File: config.mk
export PLATFORM = sky130hd
export DESIGN_NAME = encode
export DESIGN_NICKNAME = d
export VERILOG_FILES = /design/src/rtl/encode.sv
export SDC_FILE = /design/constraint.sdc
export NUM_CORES = 1
export LEC_CHECK = 0
export ABC_CLOCK_PERIOD_IN_PS = 2150
export BUFFER_PORTS_ARGS = -buffer_cell sky130_fd_sc_hd__buf_2
export CORE_ASPECT_RATIO = 1.5
export CORE_UTILIZATION = 52
export CTS_CLUSTER_DIAMETER = 50
export DETAILED_ROUTE_END_ITERATION = 16
export GPL_ROUTABILITY_DRIVEN = 1
export PLACE_DENSITY = 0.8
export SLEW_MARGIN = 0
export SYNTH_ARGS = -nofsm -noshare
export SYNTH_HDL_FRONTEND = slang
export SYNTH_SLANG_ARGS = --single-unit
File: constraint.sdc
create_clock -name clk -period 2.15 [get_ports clk]
set_input_delay 0.43 -clock clk [delete_from_list [all_inputs] [get_ports clk]]
set_output_delay 0.43 -clock clk [all_outputs]
set_load 0.03 [all_outputs]
File: src/rtl/encode.sv
// RV32I field-bundle encoder feeding a 2-entry {instr, err} FIFO; one-cycle latency, in_ready drops only when FULL.
// Optional immediate range checking is enabled with ENCODE_RANGE_CHECK_EN.
module encode (
  input  logic        clk,
  input  logic        rst_n,
  input  logic        in_valid,
  output logic        in_ready,
  input  logic [6:0]  opcode,
  input  logic [2:0]  funct3,
  input  logic [6:0]  funct7,
  input  logic [4:0]  rs1,
  input  logic [4:0]  rs2,
  input  logic [4:0]  rd,
  input  logic [31:0] imm,
  output logic        out_valid,
  input  logic        out_ready,
  output logic [31:0] instr,
  output logic        err,
  output logic [15:0] instr_count
);

  localparam logic [6:0] OP_R      = 7'b0110011;
  localparam logic [6:0] OP_IMM    = 7'b0010011;
  localparam logic [6:0] OP_JALR   = 7'b1100111;
  localparam logic [6:0] OP_LOAD   = 7'b0000011;
  localparam logic [6:0] OP_SYSTEM = 7'b1110011;
  localparam logic [6:0] OP_STORE  = 7'b0100011;
  localparam logic [6:0] OP_BRANCH = 7'b1100011;
  localparam logic [6:0] OP_LUI    = 7'b0110111;
  localparam logic [6:0] OP_AUIPC  = 7'b0010111;
  localparam logic [6:0] OP_JAL    = 7'b1101111;
  localparam logic [31:0] NOP      = 32'h0000_0013;

  typedef enum logic [1:0] {
    EMPTY = 2'd0,
    ONE   = 2'd1,
    FULL  = 2'd2
  } state_e;

  logic [31:0] enc_instr;
  logic        enc_err;
  logic        word_err;
  logic        is_shift;

  assign is_shift = (funct3 == 3'b001) || (funct3 == 3'b101);

  always_comb begin
    enc_instr = NOP;
    enc_err   = 1'b0;
    case (opcode)
      OP_R:
        enc_instr = {funct7, rs2, rs1, funct3, rd, opcode};
      OP_IMM:
        if (is_shift) enc_instr = {funct7, imm[4:0], rs1, funct3, rd, opcode};
        else          enc_instr = {imm[11:0], rs1, funct3, rd, opcode};
      OP_JALR, OP_LOAD, OP_SYSTEM:
        enc_instr = {imm[11:0], rs1, funct3, rd, opcode};
      OP_STORE:
        enc_instr = {imm[11:5], rs2, rs1, funct3, imm[4:0], opcode};
      OP_BRANCH:
        enc_instr = {imm[12], imm[10:5], rs2, rs1, funct3, imm[4:1], imm[11], opcode};
      OP_LUI, OP_AUIPC:
        enc_instr = {imm[31:12], rd, opcode};
      OP_JAL:
        enc_instr = {imm[20], imm[10:1], imm[11], imm[19:12], rd, opcode};
      default: begin
        enc_instr = NOP;
        enc_err   = 1'b1;
      end
    endcase
  end

`ifdef ENCODE_RANGE_CHECK_EN
  logic rng_err;
  logic imm_s12;
  logic imm_s13;
  logic imm_s21;

  // Immediate must be the sign extension of its encodable field width.
  assign imm_s12 = (imm[31:11] == {21{imm[11]}});
  assign imm_s13 = (imm[31:12] == {20{imm[12]}});
  assign imm_s21 = (imm[31:20] == {12{imm[20]}});

  always_comb begin
    rng_err = 1'b0;
    case (opcode)
      OP_IMM:                                rng_err = is_shift ? (|imm[31:5]) : !imm_s12;
      OP_JALR, OP_LOAD, OP_SYSTEM, OP_STORE: rng_err = !imm_s12;
      OP_BRANCH:                             rng_err = !imm_s13 || imm[0];
      OP_LUI, OP_AUIPC:                      rng_err = |imm[11:0];
      OP_JAL:                                rng_err = !imm_s21 || imm[0];
      default:                               rng_err = 1'b0;
    endcase
  end

  assign word_err = enc_err | rng_err;
`else
  assign word_err = enc_err;
`endif

  state_e      state_q, state_d;
  logic [32:0] head_q, head_d;
  logic [32:0] tail_q, tail_d;
  logic [15:0] count_q, count_d;
  logic [32:0] new_word;
  logic        push;
  logic        pop;

  assign new_word    = {enc_instr, word_err};
  assign out_valid   = (state_q != EMPTY);
  // Held low while reset is asserted even though the state register already reads EMPTY.
  assign in_ready    = rst_n && (state_q != FULL);
  assign push        = in_valid && in_ready;
  assign pop         = out_valid && out_ready;
  assign instr       = head_q[32:1];
  assign err         = head_q[0];
  assign instr_count = count_q;

  always_comb begin
    state_d = state_q;
    head_d  = head_q;
    tail_d  = tail_q;
    count_d = count_q + {15'd0, pop};
    case (state_q)
      EMPTY: begin
        if (push) begin
          state_d = ONE;
          head_d  = new_word;
        end
      end
      ONE: begin
        if (push && pop) begin
          head_d = new_word;
        end else if (push) begin
          state_d = FULL;
          tail_d  = new_word;
        end else if (pop) begin
          state_d = EMPTY;
        end
      end
      FULL: begin
        if (pop) begin
          state_d = ONE;
          head_d  = tail_q;
        end
      end
      default: state_d = EMPTY;
    endcase
  end

  always_ff @(posedge clk or negedge rst_n) begin
    if (!rst_n) begin
      state_q <= EMPTY;
      head_q  <= '0;
      tail_q  <= '0;
      count_q <= '0;
    end else begin
      state_q <= state_d;
      head_q  <= head_d;
      tail_q  <= tail_d;
      count_q <= count_d;
    end
  end

endmodule

==> summary.txt <==
Status
  – Outcome: completed

Critical path
  – CP Data Required Time: 1.72 ns
  – CP top delay family: simple AND/OR/NAND/NOR gates
  – Worst-path fanout max: 9
  – Setup CP Type: reg -> out
  – Worst path arrival time: 1.50 ns
  – Startpoint Class: flop
  – Critical path buffers and inverters: 2
  – Crit. End Element: output port
  – Worst path slowest cell: dfrtp_1
  – Slowest stage delay, CP: 0.38 ns
  – Critical-path cell list: buf_4, nand2b_1, and2_1, buf_2

Routing
  – Avg WL per Cell: 17.1 um
  – DR DRC count: 0
  – Drt pass-1 iters: 5
  – Antenna Violating Nets Remaining: 0
  – 1st-iter DRT viols: 219
  – Post-Route WL: 11.3 mm
  – Vias per inst: 5.82
  – Vias: 3,839

Floorplan
  – Die W: 75.1 um
  – I/O pin count: 119
  – Area of the core: 7710 um^2
  – Initial Utilization: 0.540
  – Die ar.: 8380 um^2
  – Height of the die: 112 um
  – # rows: 39

Finish
  – Most frequent cells in the layout: 117 x buf_2, 84 x dfrtp_1, 50 x nand2_1, 44 x nor2_1, 29 x o21ai_0
  – Final Net Count: 623
  – Area of the multi-input gates: 1920 um^2
  – Commonest non-fill, non-tap cell in the layout: buf_2
  – Fillcell total: 635
  – Layout cells sized above 1: 0.312
  – Antenna diodes: 0
  – Area growth syn-to-layout: 24.3%
  – Reg area: 2100 um^2

Power
  – Pleak: 2.33 nW
  – Total power draw: 5.16 mW
  – Switching Fraction: 0.373
  – Pint: 3.24 mW
  – Power density cells: 997 nW/um^2
  – Sequential Power Share: 0.418
  – Comb pwr share: 0.298
  – P_sw: 1.92 mW
  – Clock share of power: 0.284
  – Worst IR Drop VDD: 0.654 mV

Yosys
  – Ranking of synthesized cells by area: dfrtp_1 50%, nand2_1 4.5%, a211oi_1 4.3%
  – FF+latch count, synth: 84
  – EDFF count, synth: 0
  – Syn Area/Cell: 9.62 um^2
  – Syn nets: 503
  – Post-synth top area share: 0.505
  – Syn Inst Count: 433
  – Share of synthesized registers carrying an async set or reset: 1.00
  – Synth cell types: 56
  – Dominant synthesized flop cell: dfrtp_1
  – Register area share after synthesis: 0.505
  – Area of the mapped netlist: 4170 um^2
  – Area leader, netlist: dfrtp_1
  – Ys Warns: 0

STA
  – Final hold violations: 0
  – Fin crit share: 0.900
  – Worst-Margin Slew: 1.06 ns
  – Worst Skew: 0.00537 ns
  – Minimum clock period: 1.93 ns
  – Final setup fails: 0
  – FMAX: 0.517 GHz
  – Final WS setup: 0.215 ns
  – Slew HR: 0.294
  – Final Max Slew Viols: 0
  – Setup_tns: 0 ns
  – RSZ-0062 raised after global routing: false

GRT
  – GRT Overall Usage: 0.283
  – Largest net degree at the start of global routing: 85
  – First-pass GRT wire length: 17.8 mm
  – Overflow after GRT: 0
  – Vias in the first global route: 3,808
  – Initial antenna violation count: 0

Worst hold path
  – Worst hold path class: in -> reg

Flow run
  – Max-cap viol count: 0

CTS
  – Clock sink count: 84
  – # H-tree levels: 3
  – Clock buffer depth: 2
  – CTS buffer count: 9
  – Reg clk slew, reported paths: 0.06 ns
  – Post-CTS Setup Bufs: 0
  – Hold Buf Count CTS: 0
  – Worst skew pair latency: 0.34 ns
  – Root buf cell: clkbuf_16
  – CTS tree: built
  – # resized after CTS: 0

Placement
  – PortBufs: 118
  – Gpl congestion: 0.898
  – Pre-CTS setup slack: 0.0854 ns
  – Detail Placement HPWL: 8.01 mm
-- per-stage QoR --
stage / util / area, um^2 / hold slack (ns) / std cells
2_1_floorplan: - / 4170 / 0.134 / 433
3_3_place_gp: 0.635 / 4890 / 0.458 / 644
3_5_place_dp: 0.635 / 4890 / 0.461 / 644
4_1_cts: 0.672 / 5180 / 0.363 / 660
5_1_grt: 0.672 / 5180 / 0.369 / 660
6_report: 0.672 / 5180 / 0.367 / 660
-- cell families after synthesis --
| family | synth area share |
|---|---|
| simple gates | 0.207 |
| compound gates | 0.201 |
| flops | 0.505 |
| buf+inv | 0.0369 |
| xor+xnor | 0.0294 |
| mux | 0.0156 |
| fa+ha+maj | 0.00601 |
-- final timing paths --
check	start	end	slack, ns	cells past startpoint
min	rd[1]	tail_q[9]	0.37	3
min reg2reg	tail_q[2]	tail_q[2]	0.48	1
max in group asynchronous	rst_n	instr_count[13]	1.09	2
max reg2reg	state_q[0]	instr_count[14]	0.26	7
min in group asynchronous	rst_n	instr_count[4]	0.38	2
max	state_q[1]	in_ready	0.22	4
-- metal layers --
layer  vias to the layer above  part of all wire  wire [um]  GRT usage
li1                       1810                 -          -          -
met1                      1863              0.39       4420      0.341
met2                       140              0.51       5800      0.466
met5                         -                 0          0          0
met4                         0             0.031        347      0.136
met3                        26             0.062        695     0.0670
-- registers in the layout (all words and copies together), names as in the netlist --
| name | count |
|---|---|
| tail_q | 33 |
| instr_count | 16 |
| state_q | 2 |
| head_q | 33 |
-- synth_stat cells, drive strengths merged (2+ instances only) --
master  instances
dfrtp          84
nand2          51
nor2           44
o21ai          36
nor3           27
a211oi         26
buf            16
a21oi          13
nand3          13
xnor2          13
and2           12
clkbuf         11
a22oi           9
a31oi           9
a221oi          8
inv             5
a222oi          4
and3            4
mux2            4
nand2b          4
nor2b           4
o21a            4
or2             4
and4            3
ha              2
mux2i           2
nand4           2
o31ai           2
-- power groups by stage --
stage          clock network [mW]  registers, mW  logic (mW)
3_5_place_dp                    0           2.18        1.54
6_report                     1.47           2.16        1.54
4_1_cts                      1.49           2.16        1.54
5_1_grt                      1.54           2.19        1.67
2_1_floorplan                   0           2.60       0.570
3_3_place_gp                    0           2.16        1.50
-- final cells by class --
| type | instances | share of cell area |
|---|---|---|
| clock buffers | 9 | 0.0435 |
| clock inverters | 7 | 0.0116 |
| inverters | 5 | 0.00362 |
| multi-input cells | 317 | 0.370 |
| flip-flops and latches | 84 | 0.406 |
| well taps | 102 | 0.0246 |
| repair buffers | 136 | 0.141 |
-- tightest hold or removal path, delay by kind of cell --
family                 cells  cell delay [ns]
AO/OA/AOI/OAI              1             0.07
buffers and inverters      1             0.11
AND/OR/NAND/NOR            1             0.06
Note: power is estimated with default switching activity, not from simulation.
